## config.mk

```make
export PLATFORM = sky130hd
export DESIGN_NAME = sync_frame_tx
export DESIGN_NICKNAME = d
export VERILOG_FILES = /design/src/rtl/sync_frame_tx.sv
export SDC_FILE = /design/constraint.sdc
export NUM_CORES = 1
export LEC_CHECK = 0
export ABC_AREA = 1
export BUFFER_PORTS_ARGS = -buffer_cell sky130_fd_sc_hd__buf_2
export CORE_ASPECT_RATIO = 0.6
export CORE_UTILIZATION = 45
export CTS_CLUSTER_SIZE = 14
export DETAILED_ROUTE_END_ITERATION = 16
export HOLD_SLACK_MARGIN = 0.05
export PLACE_DENSITY = 0.76
export SETUP_SLACK_MARGIN = 0.02
export SYNTH_ARGS = -nofsm -noshare
export SYNTH_HDL_FRONTEND = slang
export SYNTH_SLANG_ARGS = --single-unit
```

## constraint.sdc

```tcl
create_clock -name clk -period 2.4 [get_ports clk]
set_input_delay 0.72 -clock clk [delete_from_list [all_inputs] [get_ports clk]]
set_output_delay 0.72 -clock clk [all_outputs]
set_load 0.01 [all_outputs]
```

## src/rtl/sync_frame_tx.sv

```systemverilog
// Serial frame transmitter: sync header, MSB-first payload, even parity, guard 0.
// One bit per clock on a registered line, with a start/busy/done handshake.
module sync_frame_tx #(
  parameter int         DATA_W = 8,
  parameter logic [3:0] HEADER = 4'b1101
) (
  input  logic              clk,
  input  logic              reset_n,
  input  logic              start,
  input  logic [DATA_W-1:0] data_in,
  output logic              dout,
  output logic              busy,
  output logic              done,
  output logic [2:0]        state
);

  // The header countdown needs to reach 3 even when DATA_W=1 would give a 1-bit counter.
  localparam int CNT_RAW = $clog2(DATA_W) + 1;
  localparam int CNT_W   = (CNT_RAW < 2) ? 2 : CNT_RAW;
  localparam int SR_W    = DATA_W + 3;

  typedef enum logic [2:0] {
    IDLE = 3'd0,
    HDR  = 3'd1,
    DATA = 3'd2,
    PAR  = 3'd3,
    GAP  = 3'd4
  } state_t;

  state_t            state_q, state_nx;
  logic              dout_q, dout_nx;
  logic              busy_q, busy_nx;
  logic              done_q, done_nx;
  logic              par_q, par_nx;
  logic [SR_W-1:0]   sreg_q, sreg_nx;
  logic [CNT_W-1:0]  cnt_q, cnt_nx;
  logic              accept;

  function automatic logic even_parity(input logic [DATA_W-1:0] d);
    return ^d;
  endfunction

  always_ff @(posedge clk or negedge reset_n) begin
    if (!reset_n) begin
      state_q <= IDLE;
      dout_q  <= 1'b0;
      busy_q  <= 1'b0;
      done_q  <= 1'b0;
      par_q   <= 1'b0;
      sreg_q  <= '0;
      cnt_q   <= '0;
    end else begin
      state_q <= state_nx;
      dout_q  <= dout_nx;
      busy_q  <= busy_nx;
      done_q  <= done_nx;
      par_q   <= par_nx;
      sreg_q  <= sreg_nx;
      cnt_q   <= cnt_nx;
    end
  end

  // cnt_q holds the cycles remaining in the current state after this one;
  // sreg_q holds the bits still to be sent after the one now on dout.
  always_comb begin
    state_nx = state_q;
    dout_nx  = 1'b0;
    busy_nx  = busy_q;
    done_nx  = 1'b0;
    par_nx   = par_q;
    sreg_nx  = sreg_q;
    cnt_nx   = cnt_q;
    accept   = 1'b0;

    case (state_q)
      IDLE: begin
        busy_nx = 1'b0;
        accept  = start;
      end
      HDR: begin
        busy_nx = 1'b1;
        dout_nx = sreg_q[SR_W-1];
        sreg_nx = {sreg_q[SR_W-2:0], 1'b0};
        if (cnt_q != '0) begin
          cnt_nx = cnt_q - 1'b1;
        end else begin
          state_nx = DATA;
          cnt_nx   = CNT_W'(DATA_W - 1);
        end
      end
      DATA: begin
        busy_nx = 1'b1;
        if (cnt_q != '0) begin
          dout_nx = sreg_q[SR_W-1];
          sreg_nx = {sreg_q[SR_W-2:0], 1'b0};
          cnt_nx  = cnt_q - 1'b1;
        end else begin
          state_nx = PAR;
          dout_nx  = par_q;
        end
      end
      PAR: begin
        state_nx = GAP;
        busy_nx  = 1'b1;
        done_nx  = 1'b1;
      end
      GAP: begin
        // The guard cycle doubles as an accept slot so back-to-back frames abut.
        state_nx = IDLE;
        busy_nx  = 1'b0;
        accept   = start;
      end
      default: begin
        state_nx = IDLE;
        busy_nx  = 1'b0;
      end
    endcase

    if (accept) begin
      state_nx = HDR;
      busy_nx  = 1'b1;
      dout_nx  = HEADER[3];
      sreg_nx  = {HEADER[2:0], data_in};
      cnt_nx   = CNT_W'(3);
      par_nx   = even_parity(data_in);
    end
  end

  assign dout  = dout_q;
  assign busy  = busy_q;
  assign done  = done_q;
  assign state = state_q;

endmodule

```

# Word-level counts from Yosys, hierarchy flattened
# Cells that the tools add are included.
# Widths: inputs -> output; s select.
# classes
mux,18
add_sub_neg,1
eq_ne,8
reduce_logical,8
# op_table
cell,count
$mux 11,2
$pmux 11 s2,1
$mux 4,3
$pmux 3 s4,1
$mux 3,3
$ne 3x3->1 const B,3
$pmux 4 s2,1
$reduce_xor 8->1,1
$eq 3x2->1 const B,2
$mux 1,6
$reduce_bool 4->1,1
$sub 4x1->4 const B,1
$eq 3x1->1 const B,1
$eq 3x3->1 const B,1
$logic_not 3->1,1
$reduce_and 3->1,1
$reduce_bool 3->1,1
$reduce_or 3->1,1
$ne 2x2->1 const B,1
$pmux 1 s2,1
$reduce_and 2->1,1
$reduce_or 2->1,1
# totals
ff_bits,22
input_bits,11

# Logic depth before layout (Yosys ltp)
# Gate-level depths: netlist (run 1).
# depth
word_depth,5
depth_mapped,11

# Worst setup path after synthesis (run 1)
# OpenSTA, ideal clock, no wires.
# synth_path
kind,register to register
start,register cnt_q[0]
end,register sreg_q[5]
n_path_buf,1
required_time_ns,2.285
arrival_ns,1.224
setup_ns,0.115
path_stages_with_launch,11
path_slack_ns,1.061
period_less_slack_ns,1.339
path_cell_list,dfrtp_1 inv_1 ha_1 nand2_1 nor2_4 nand2_2 nand2_4 nand2_4 buf_6 nand2_1 nand2_2
# synth_between
elab_chain_cells,3
# synth_lines
element,line,source
"start, declared",36,"logic [CNT_W-1:0] cnt_q, cnt_nx;"
"start signal, assigned",59,cnt_q <= cnt_nx;
$reduce_bool 4->1,93,if (cnt_q != '0) begin
$ne 3x3->1 (no source line),--,
$reduce_and 2->1 (no source line),--,
"end signal, assigned",58,sreg_q <= sreg_nx;
"end, declared",35,"logic [SR_W-1:0] sreg_q, sreg_nx;"
# Every way passes these cells.
# A chain may end at the register's enable or synchronous reset.

# Final worst setup path (run 1)
# layout_path
start,"register state_q[1], in the netlist state[1]"
end,output port state[1]
# layout_rtl
element,line,source
"start, declared",30,"state_t state_q, state_nx;"
"start signal, assigned",53,state_q <= state_nx;
"end, declared",14,output logic [2:0] state
# No word-level cell between the ends.

==> results by stage, run 1 <==
Global routing:
- The number of global-route vias before repair was 948.
- The remaining global-route overflow is 0.
- The maximum number of pins on one net before global-route repair is 23.
- Global routing used 18.89% of the available tracks.
- The initial antenna violation count is 0.
- The first global-routing pass estimated 4312 microns of wire.

Drt:
- Dividing the detail-routed wire length by the instance count gives 11.79 microns.
- The number of vias per cell after detailed routing is 4.759.
- The detail route stage leaves a number of antenna-violating nets equal to 0.
- The detailed-route wire length is 2547 microns.
- The remaining design rule violation count is 0.
- The detailed router placed 1028 vias in this run.
- Before antenna repair, the detailed router went through 4 iterations.
- The first routing iteration left 111 violations.

Power and ir drop:
- Combinational logic burns 48.7% of the power.
- The static leakage power is 0.7977 nW.
- The clock network burns 17.8% of the power.
- The internal portion of the total power is 0.001081 W.
- The maximum vdd ir drop is 0.0005940 V.
- The switching power of the nets is 0.0008785 W.
- The sequential group share of total power is 33.5%.
- The switching part of the total is 44.82%.
- The power density of the placed cells is 1372 mW/mm^2.

Layout:
- The number of nets at the end of the flow is 198.
- The count of antenna diodes in the layout is 0.
- In the final layout, the share of cells above drive strength 1 is 26.63%.
- The area added between synthesis and finish is 11.74%.

Min path:
- The worst min-delay path class is primary input to async pin.

STA:
- Setup repair after global routing left no endpoint under its margin.
- The count of final hold-check violations is 0.
- The worst hold slack across all endpoints is 400.5 ps.
- The transition at the pin with the smallest max-transition slack is 483.6 ps.
- The peak clock frequency supported by timing is 627.1 MHz.
- The portion of the clock cycle consumed by the worst path in the final layout is 66.44%.
- The worst-case headroom to the max-slew limit is 67.76%.
- In the final timing run, aggregate negative setup slack is 0 ps.
- The final clock skew is 1.557 ps.
- The final critical delay including setup and external delays is 1595 ps.
- The total setup violations reported at the end of the flow is 0.
- The final max-slew violation count came to 0.

Yosys:
- Counting distinct cell types in the post-synthesis netlist gives 22.
- The synthesized instance count is 168.
- Dividing the synthesized area by the synthesized cell count gives 7.611 sq um.
- The mapped netlist covers 0.001279 sq mm.
- The share of the yosys chip area belonging to registers is 43.05%.
- The number of nets handed over by synthesis was 181.
- Counting flops and latches in the post-synthesis netlist gives 22.
- The count of warnings emitted by yosys is 0.

Clocking:
- The quantity of gates resized following cts is 0.
- The number of setup buffers added after CTS is 0.
- After clock tree synthesis, the clock-pin slew on the worst setup and hold paths is 80 ps.
- The hold buffer count at CTS is 0.
- The clock drives 22 sinks.
- The clock tree from TritonCTS is built.
- The H-tree depth is 1.
- The CTS root buffer is clkbuf_8.
- TritonCTS created 3 clock buffers.
- The clock latency reported for the late side of the worst-skew pair is 270 ps.
- The buffer levels on the longest clock path is 2.

Setup path:
- The largest single stage delay on the critical path is 440 ps.
- Walking the worst path, the cells encountered are buf_2.
- The critical setup path kind is flip-flop to primary output.
- The worst endpoint required time is 1680 ps.
- The kind of launch point of the worst setup path is a flip-flop.
- In this design, the largest share of critical-path delay is due to flip-flops.
- Counting both buffers and inverters, the worst setup path holds a total of 1.
- The type of element capturing the critical path is a primary output.
- Of all nets on the critical path, the largest fanout is 5.
- Among all stages on the critical path, the largest delay is contributed by dfrtp_1.
- The worst endpoint data arrival time is 870 ps.

Floorplanning:
- For this design the top-level I/O count stands at 17.
- The die area is 0.003066 sq mm.
- The core region is 0.002592 sq mm.
- The effective utilization at floorplan is 49.32%.
- The die outline height is 43.29 microns.
- The chip width is 70.82 microns.
- The number of cell rows is 14.

Placed design:
- The wire-length estimate of the detail-placed layout is 1845 microns.
- Port buffering added 16 buffers.
- The routability-driven placement congestion ratio is 0.8396.

Status:
- The run finished with clean final reports.

Job:
- The total of max-cap violations is 0.
[metal layers]
metal / share of wire (%) / GRT usage (%)
met1: 51 / 27.03
met5: 0 / 0
met2: 44 / 27.69
met4: 0.31 / 4.400
met3: 4.7 / 6.176
[state kept, by name (all words and copies together) (netlist names)]
register / flops
dout: 1
cnt_q: 4
state: 3
sreg_q: 11
par_q: 1
done: 1
busy: 1
[stage by stage]
| stage | setup WS, ps | cell area [sq um] | cells | util (%) | total power [W] |
|---|---|---|---|---|---|
| floorplan | 1061 | 1279 | 168 | - | 0.001458 |
| global placement | 728.1 | 1358 | 212 | 52.36 | 0.001549 |
| detailed placement | 685.9 | 1358 | 212 | 52.36 | 0.001580 |
| CTS | 806.9 | 1429 | 216 | 55.12 | 0.001960 |
| global route | 663.2 | 1429 | 216 | 55.12 | 0.002116 |
| finish | 805.4 | 1429 | 216 | 55.12 | 0.001960 |
[final cells by class]
| cell class | instances | area [sq um] |
|---|---|---|
| Inverter | 24 | 92.59 |
| Clock buffer | 3 | 41.29 |
| Fill cell | 237 | 1164 |
| Tap cell | 32 | 40.04 |
| Clock inverter | 1 | 30.03 |
| Multi-Input combinational cell | 118 | 594.3 |
| Timing Repair Buffer | 16 | 80.08 |
| Sequential cell | 22 | 550.5 |
[power by group through the flow]
stage / Sequential, W / Combinational [W] / Clock (W)
3_3_place_gp: 0.000655 / 0.000893 / 0
2_1_floorplan: 0.000655 / 0.000803 / 0
6_report: 0.000657 / 0.000954 / 0.000349
4_1_cts: 0.000652 / 0.000952 / 0.000356
5_1_grt: 0.000672 / 0.00108 / 0.000368
3_5_place_dp: 0.000653 / 0.000927 / 0
[synthesized netlist by cell type, drive strengths merged]
library cell / n / area share, %
nand2: 74 / 26
inv: 24 / 7.2
dfrtp: 22 / 43
o21ai: 18 / 7.9
nor2: 12 / 4.5
buf: 4 / 3.2
nand3: 4 / 1.6
a21oi: 2 / 0.78
ha: 2 / 2.0
o22ai: 2 / 0.98
xnor2: 2 / 1.4
a31oi: 1 / 0.49
xor2: 1 / 0.69
[cells by family (layout without fill, tap and decap cells)]
kind of cell               after synthesis  in the layout  synth area share [%]
adders and majority gates                2              2                 1.957
AOI/OAI and AO/OA                       23             23                 10.18
DFF                                     22             22                 43.05
buffers and inverters                   28             44                 10.47
xor gates and xnor gates                 3              3                 2.055
and+or+nand+nor                         90             90                 32.29
[cells in the final DEF (no fill, tap or decap)]
cell type  synthesis  final
a21oi_1            2      2
nor2_4             1      1
dfrtp_1           22     22
nor2_1             9      9
xnor2_1            2      2
ha_1               2      2
buf_2              2     16
nand3_1            4      4
bufinv_16          0      1
inv_1             20     20
nor2_2             2      2
inv_2              3      3
o21ai_2            3      3
nand2_2           17     17
o21ai_0           15     15
nand2_4            2      2
inv_4              1      1
clkbuf_8           0      3
nand2_1           55     55
xor2_1             1      1
o22ai_1            2      2
a31oi_1            1      1
[worst paths after layout]
check | startpoint | cells past startpoint | slack [ps] | endpoint
min in group clk | sreg_q[9] | 2 | 490 | sreg_q[9]
min | reset_n | 1 | 400 | state[1]
min reg2reg | sreg_q[9] | 2 | 490 | sreg_q[9]
max | state[1] | 1 | 810 | state[1]
max reg2reg | cnt_q[0] | 10 | 820 | sreg_q[9]
max in group asynchronous | reset_n | 1 | 1670 | busy
Power figures use the tool's default switching activity.
==> run 2: changes to the inputs <==
Settings changed: PLACE_DENSITY 0.76 to 0.78.
Clock period 2.4 ns to 1.35 ns, I/O delays scaled along.
==> run 2 against run 1 <==
Net effect:
- clock skew barely moved
- die area did not move
- the flow now finishes with violations (negative setup slack)
- largest cell class unchanged
- combinational power increased to 2.7 times the previous value
- routed wire length up 17%
- critical path depth rose by 9
==> results by stage, run 2 (synthesized netlist as in run 1, its figures left out) <==
Floorplanning:
- The die covers 0.003066 sq mm.
- In this run the standard cell core region covers 0.002592 sq mm.
- The number of cell rows is 14.
- The count of pins on the block boundary is 17.
- Measured along the y axis, the die boundary spans 43.29 microns.
- The chip width is 70.82 microns.
- For this configuration, the core starts out at a cell density of 49.32%.

Layout:
- In the layout the commonest cells are nand2_1, nand2_2, dfrtp_1, inv_1, buf_2.
- The count of cells in the finished layout, fillers not included, comes to 229.
- The register with the most flip-flops is sreg_q.
- The number of filler instances in the final layout is 212.
- The library cell used most frequently in the layout, excluding fill and tap cells, is nand2_1.
- The count of antenna diodes in the layout is 0.
- The layout cell share with drive strength beyond 1 is 42.64%.
- The area added between synthesis and finish is 28.08%.
- The register with the most flip-flops in the layout has 11 of them.
- The number of nets at the end of the flow is 211.
- The utilization after layout is 63.18%.

STA:
- Headroom to the max-slew limit came out at 67.87%.
- The peak clock frequency supported by timing is 715.8 MHz.
- Setup repair after global routing could not meet its margin everywhere.
- Across the routed clock network, the largest skew measured is 1.536 ps.
- The final max-slew violation count is 0.
- After layout, the worst path uses 103.5% of the clock period.
- The transition at the pin with the smallest max-transition slack is 482.0 ps.
- The final critical delay including setup and external delays is 1397 ps.
- The count of final hold-check violations is 0.
- Hold timing on the final database bottoms out at a slack of 83.86 ps.
- The total setup violations reported at the end of the flow is 12.
- Across all setup checks in the final design, the least slack found is -47.13 ps.

Status:
- The checks that failed: negative setup slack.
- The flow ran to the end, but the final reports show violations.

Setup path:
- Data on the critical path is required at its endpoint by 1510 ps.
- The type of element capturing the critical path is a flip-flop.
- The highest net fanout along the worst path is 7.
- STA puts the critical path data arrival time at 1560 ps.
- The kind of launch point of the worst setup path is a flip-flop.
- The cell count of the worst reg-to-reg path is 10.
- The critical path in this run is classified as flip-flop to flip-flop.

Drt:
- The detailed-route wire length is 2988 microns.
- The initial detailed-routing violation count is 110.
- The number of optimization iterations in the first detailed-route pass is 4.
- In the final routed layout, each cell accounts on average for 13.05 microns.
- For this run, design rule violations remaining after detail routing come to 0.
- The number of vias per cell after detailed routing is 4.908.
- The detailed router placed 1124 vias in this run.
- Once detail routing completed, the nets flagged for antenna violations numbered 0.

Clocking:
- The hold buffer count at CTS is 0.
- The buffer levels on the longest clock path is 2.
- The CTS root buffer is clkbuf_8.
- After clock tree synthesis, the clock-pin slew on the worst setup and hold paths is 80 ps.
- The later pin in the worst-skew pair is clocked with a latency of 270 ps.
- Counting the buffers created by CTS gives 3.
- TritonCTS built the clock tree.
- The clock sink count is 22.
- CTS built an H-tree with a depth of 1.

Job:
- Max-cap violations in this run came to 0.

Global routing:
- The remaining global-route overflow is 0.
- The initial antenna violation count was 0.
- The global-route usage over all layers is 22.71%.
- The global-route wire length before repair is 5071 microns.
- The maximum number of pins on one net before global-route repair is 23.
- The number of global-route vias before repair came to 1118.

Placed design:
- The congestion estimate from routability-driven global placement came to 0.8466.
- The total half-perimeter wirelength after legalization and detailed placement is 2122 microns.
- Including well taps, the total number of placed cells is 219.
- The count of input and output buffers is 16.

Power and ir drop:
- The static leakage power is 0.8927 nW.
- The maximum vdd ir drop is 0.001759 V.
- The power density of the placed cells is 2589 mW/mm^2.

Min path:
- The worst min-delay path class is primary input to async pin.
==> run 2: changes by cell type in the layout (fill, tap and decap cells not counted), sizes merged <==
| cell | previous run | this run |
|---|---|---|
| buf | 16 | 29 |
| bufinv | 1 | 0 |
| clkbuf | 3 | 4 |
==> run 2: critical path, cell delays in order, from the launching register on <==
cell     delay, ps
dfrtp_1        390
inv_2           90
ha_4           140
nand2_4         50
nor2_4         110
nand2_2         80
nand2_4         90
nand2_8         80
buf_12         160
nand2_2         50
nand2_1         50
==> run 2: final cells by class <==
type                            instances  area, sq um  share of cell area (%)
Multi-Input combinational cell        118        700.7                   42.78
Timing Repair Buffer                   29        190.2                   11.61
Clock buffer                            4        55.05                   3.361
Tap cell                               32        40.04                   2.445
Inverter                               24        100.1                   6.112
Sequential cell                        22        551.8                   33.69
==> run 2: where the power goes <==
group	switching, W	internal (W)	total [W]
combinational	0.00151	0.00107	0.00258
clock	0.000219	0.000261	0.000479
sequential	0.000227	0.000953	0.00118
total	0.00196	0.00228	0.00424
==> run 2: timing repair <==
item / 4_1_cts / 5_1_grt
setup buffers: 5 / 1
endpoints found under the setup margin: 17 / 20
pin swaps: 8 / 5
resized for setup: 20 / 19
==> run 2: stage by stage <==
stage	setup TNS, ps	worst slack, ps	cell area, sq um	total power (W)
5_1_grt	-1644	-150.8	1638	0.004567
2_1_floorplan	0	25.69	1279	0.002596
3_5_place_dp	-871.2	-92.20	1423	0.003129
4_1_cts	-656.9	-67.57	1580	0.003975
3_3_place_gp	0	13.97	1423	0.003014
6_report	-379.8	-47.13	1638	0.004240
==> run 2: final timing paths <==
path / from / end / slack, ps
max: cnt_q[0] / sreg_q[4] / -50
min: reset_n / cnt_q[1] / 80
max reg2reg: cnt_q[0] / sreg_q[4] / -50
min reg2reg: sreg_q[3] / sreg_q[3] / 500
max in group asynchronous: reset_n / state[0] / 910
min in group clk: data_in[0] / sreg_q[0] / 420
==> run 2: routing by layer <==
layer / vias up / wire length, microns / global-route usage, %
met5: - / 0 / 0
met3: 7 / 111 / 6.176
li1: 572 / - / -
met1: 526 / 1359 / 29.46
met4: 0 / 52 / 6.400
met2: 19 / 1464 / 37.69
==> run 3: changes to the inputs <==
Settings changed: CORE_MARGIN set to 2.
==> run 3 against run 2 <==
Net effect:
- the flow still finishes with violations (negative setup slack)
- critical path depth is the same
- design area shrank 2.2%
- die area grew 7.6%
- global-route usage shrank 3.6 points
- highest routed layer unchanged
- critical path type unchanged
- via count shrank 2.0%
- fmax grew 1.3%
==> results by stage, run 3 (synthesized netlist as in run 1, its figures left out) <==
Layout:
- Leaving out fill and tap cells, the most frequent cell in the layout is nand2_1.
- For this run, the post-layout net count is 212.
- Leaving out filler cells and counting taps, the final layout contains 229.
- The register with the most flip-flops in the layout has 11 of them.
- After filler insertion, the fill cell instance count of the layout stands at 220.
- The top cell types in the final layout, fill and taps aside, are nand2_1, nand2_2, dfrtp_1, inv_1, buf_2.
- The register with the most flip-flops is sreg_q.
- The count of antenna diodes in the layout is 0.
- Compared with the post-synthesis result, the final layout area differs by 25.24%.
- The layout cell share with drive strength beyond 1 is 40.61%.

Power and ir drop:
- The analysis attributes to net switching a power of 0.001803 W.
- IR analysis of the VDD net gives a maximum drop of 0.001245 V.
- The static leakage power is 0.8722 nW.
- Combinational cells account for 61.1% of the total power.
- Total power for the finished layout comes to 0.003999 W.
- Internal power comes to 0.002197 W.
- Power spread over the standard cell area amounts to 2497 mW/mm^2.
- The fraction of power consumed by the clock network is 9.7%.
- Net switching is 45.07% of the power.
- Of the total power, registers draw 29.2%.

Setup path:
- The highest net fanout along the worst path is 7.
- At the worst endpoint, the arrival time is 1530 ps.
- The type of element capturing the critical path is a flip-flop.
- The critical register-to-register path endpoint is sreg_q[6].
- The setup path with the least slack is of type flip-flop to flip-flop.
- The launching point of the worst reg2reg path is cnt_q[0].
- The worst setup path is launched from a flip-flop.
- Counting cells, the worst reg-to-reg path comes to 10.
- The worst endpoint required time is 1500 ps.
- The worst register-to-register path has a setup slack of -30 ps.

Global routing:
- After global routing the overflow that remains totals 0.
- Entering global routing, the biggest net connects 23 pins.
- The initial antenna violation count is 0.
- The global-route wire length before repair is 4643 microns.
- The global-route usage over all layers is 19.08%.
- The number of global-route vias before repair is 1083.

STA:
- The routed design could run at a clock period as short as 1380 ps.
- The count of final hold-check violations is 0.
- The total setup violations reported at the end of the flow is 9.
- The final clock skew is 1.528 ps.
- On the final layout, the worst hold slack is 97.46 ps.
- At the pin with the least slew margin, the transition time is 480.3 ps.
- Based on the critical path, the design can be clocked at up to 724.7 MHz.
- Headroom to the max-slew limit came out at 67.98%.
- The final max-slew violation count was 0.
- Setup slack on the critical path of the routed design comes to -29.82 ps.
- Setup repair after global routing could not meet its margin everywhere.
- The portion of the clock cycle consumed by the worst path in the final layout is 102.2%.

Status:
- The final reports fail on negative setup slack.
- The flow ran to the end, but the final reports show violations.

Floorplanning:
- From left edge to right edge, the die measures 72.82 microns.
- For this design the top-level I/O count stands at 17.
- Once the floorplan was initialized, standard cells occupied 49.32% of the core.
- The die covers 0.003298 sq mm.
- The number of cell rows is 14.
- The core outline area is 0.002592 sq mm.
- In this run the vertical extent of the chip is 45.29 microns.

Placed design:
- Detailed placement ended at an HPWL of 1970 microns.
- The number of placed instances with taps included is 220.
- During placement, the flow inserted port buffers numbering 16.
- Before CTS, the worst setup slack after placement is -44.40 ps.
- At the end of routability-driven placement, the weighted congestion stood at 0.7918.

Clocking:
- The CTS root buffer is clkbuf_8.
- The clock drives 22 sinks.
- The clock input transition at the sequential cells of the worst setup and hold paths is 70 ps.
- Buffers inserted during clock tree synthesis total 3.
- No sink is reached through more buffers than the 2 on the longest clock path.
- The clock tree from TritonCTS is built.
- The clock latency reported for the late side of the worst-skew pair is 250 ps.
- CTS built an H-tree with a depth of 1.

Drt:
- The remaining design rule violation count is 0.
- The average routed wire per standard cell is 11.93 microns.
- The number of optimization iterations in the first detailed-route pass is 4.
- After the first detailed-routing iteration, the DRC count stood at 36.
- The number of vias per cell after detailed routing is 4.808.
- The detailed-route wire length is 2732 microns.
- The count of nets left with antenna violations after detail routing is 0.
- The final route contains 1101 vias.

Min path:
- The worst hold path belongs to the class primary input to async pin.

Job:
- The total of max-cap violations is 0.
run 3: layout make-up:
cell class	instances	area (sq um)	share of cell area [%]
inverter	24	97.59	6.094
timing repair buffer	30	197.7	12.34
sequential	22	550.5	34.37
clock buffer	3	41.29	2.578
multi-input combinational	118	674.4	42.11
tap	32	40.04	2.500
run 3: what timing repair did:
item	CTS	global route
resized for setup	15	12
endpoints found under the setup margin	17	18
pin swaps	7	4
hold buffers	0	0
buffers inserted	4	2
run 3: per-stage QoR:
step,setup TNS [ps],cell area [sq um],utilization (%)
floorplan,0,1279,-
global placement,0,1430,55.16
detailed placement,-318.2,1430,55.16
CTS,-66.69,1558,60.09
global route,-1716,1602,61.78
finish,-164.2,1602,61.78
run 3: how the worst max path moves through the flow:
stage,from,endpoint,slack [ps],cells after the start
floorplan,cnt_q[0],sreg_q[0],30,11
finish,cnt_q[0],sreg_q[6],-30,10
global placement,cnt_q[0],sreg_q[2],20,10
CTS,cnt_q[1],sreg_q[7],-20,10
global route,cnt_q[1],sreg_q[2],-130,10
detailed placement,cnt_q[0],sreg_q[9],-40,10
run 3: power by group through the flow:
| stage | combinational, W | clock, W | sequential (W) |
|---|---|---|---|
| final | 0.00244 | 0.000389 | 0.00117 |
| after global routing | 0.00269 | 0.000435 | 0.00120 |
| after CTS | 0.00223 | 0.000402 | 0.00115 |
| after detailed placement | 0.00194 | 0 | 0.00116 |
| after global placement | 0.00187 | 0 | 0.00115 |
| after floorplan | 0.00143 | 0 | 0.00117 |
run 3: worst max-delay path, stage by stage (launching register included):
cell and delay [ps]:
dfrtp_1 390, inv_2 90, ha_4 140, nand2_4 40, nor2_4 110, nand2_2 80
nand2_4 90, nand2_8 80, buf_12 150, nand2_2 60, nand2_2 50
run 3: layer usage:
| metal | vias to the layer above | share of wire (%) | global-route usage [%] | wire (microns) |
|---|---|---|---|---|
| met2 | 19 | 49 | 31.27 | 1332 |
| met1 | 501 | 47 | 24.96 | 1288 |
| met4 | 0 | 0.66 | 4.444 | 18 |
| li1 | 577 | - | - | - |
| met5 | - | 0 | 0 | 0 |
| met3 | 4 | 3.4 | 6.250 | 93 |
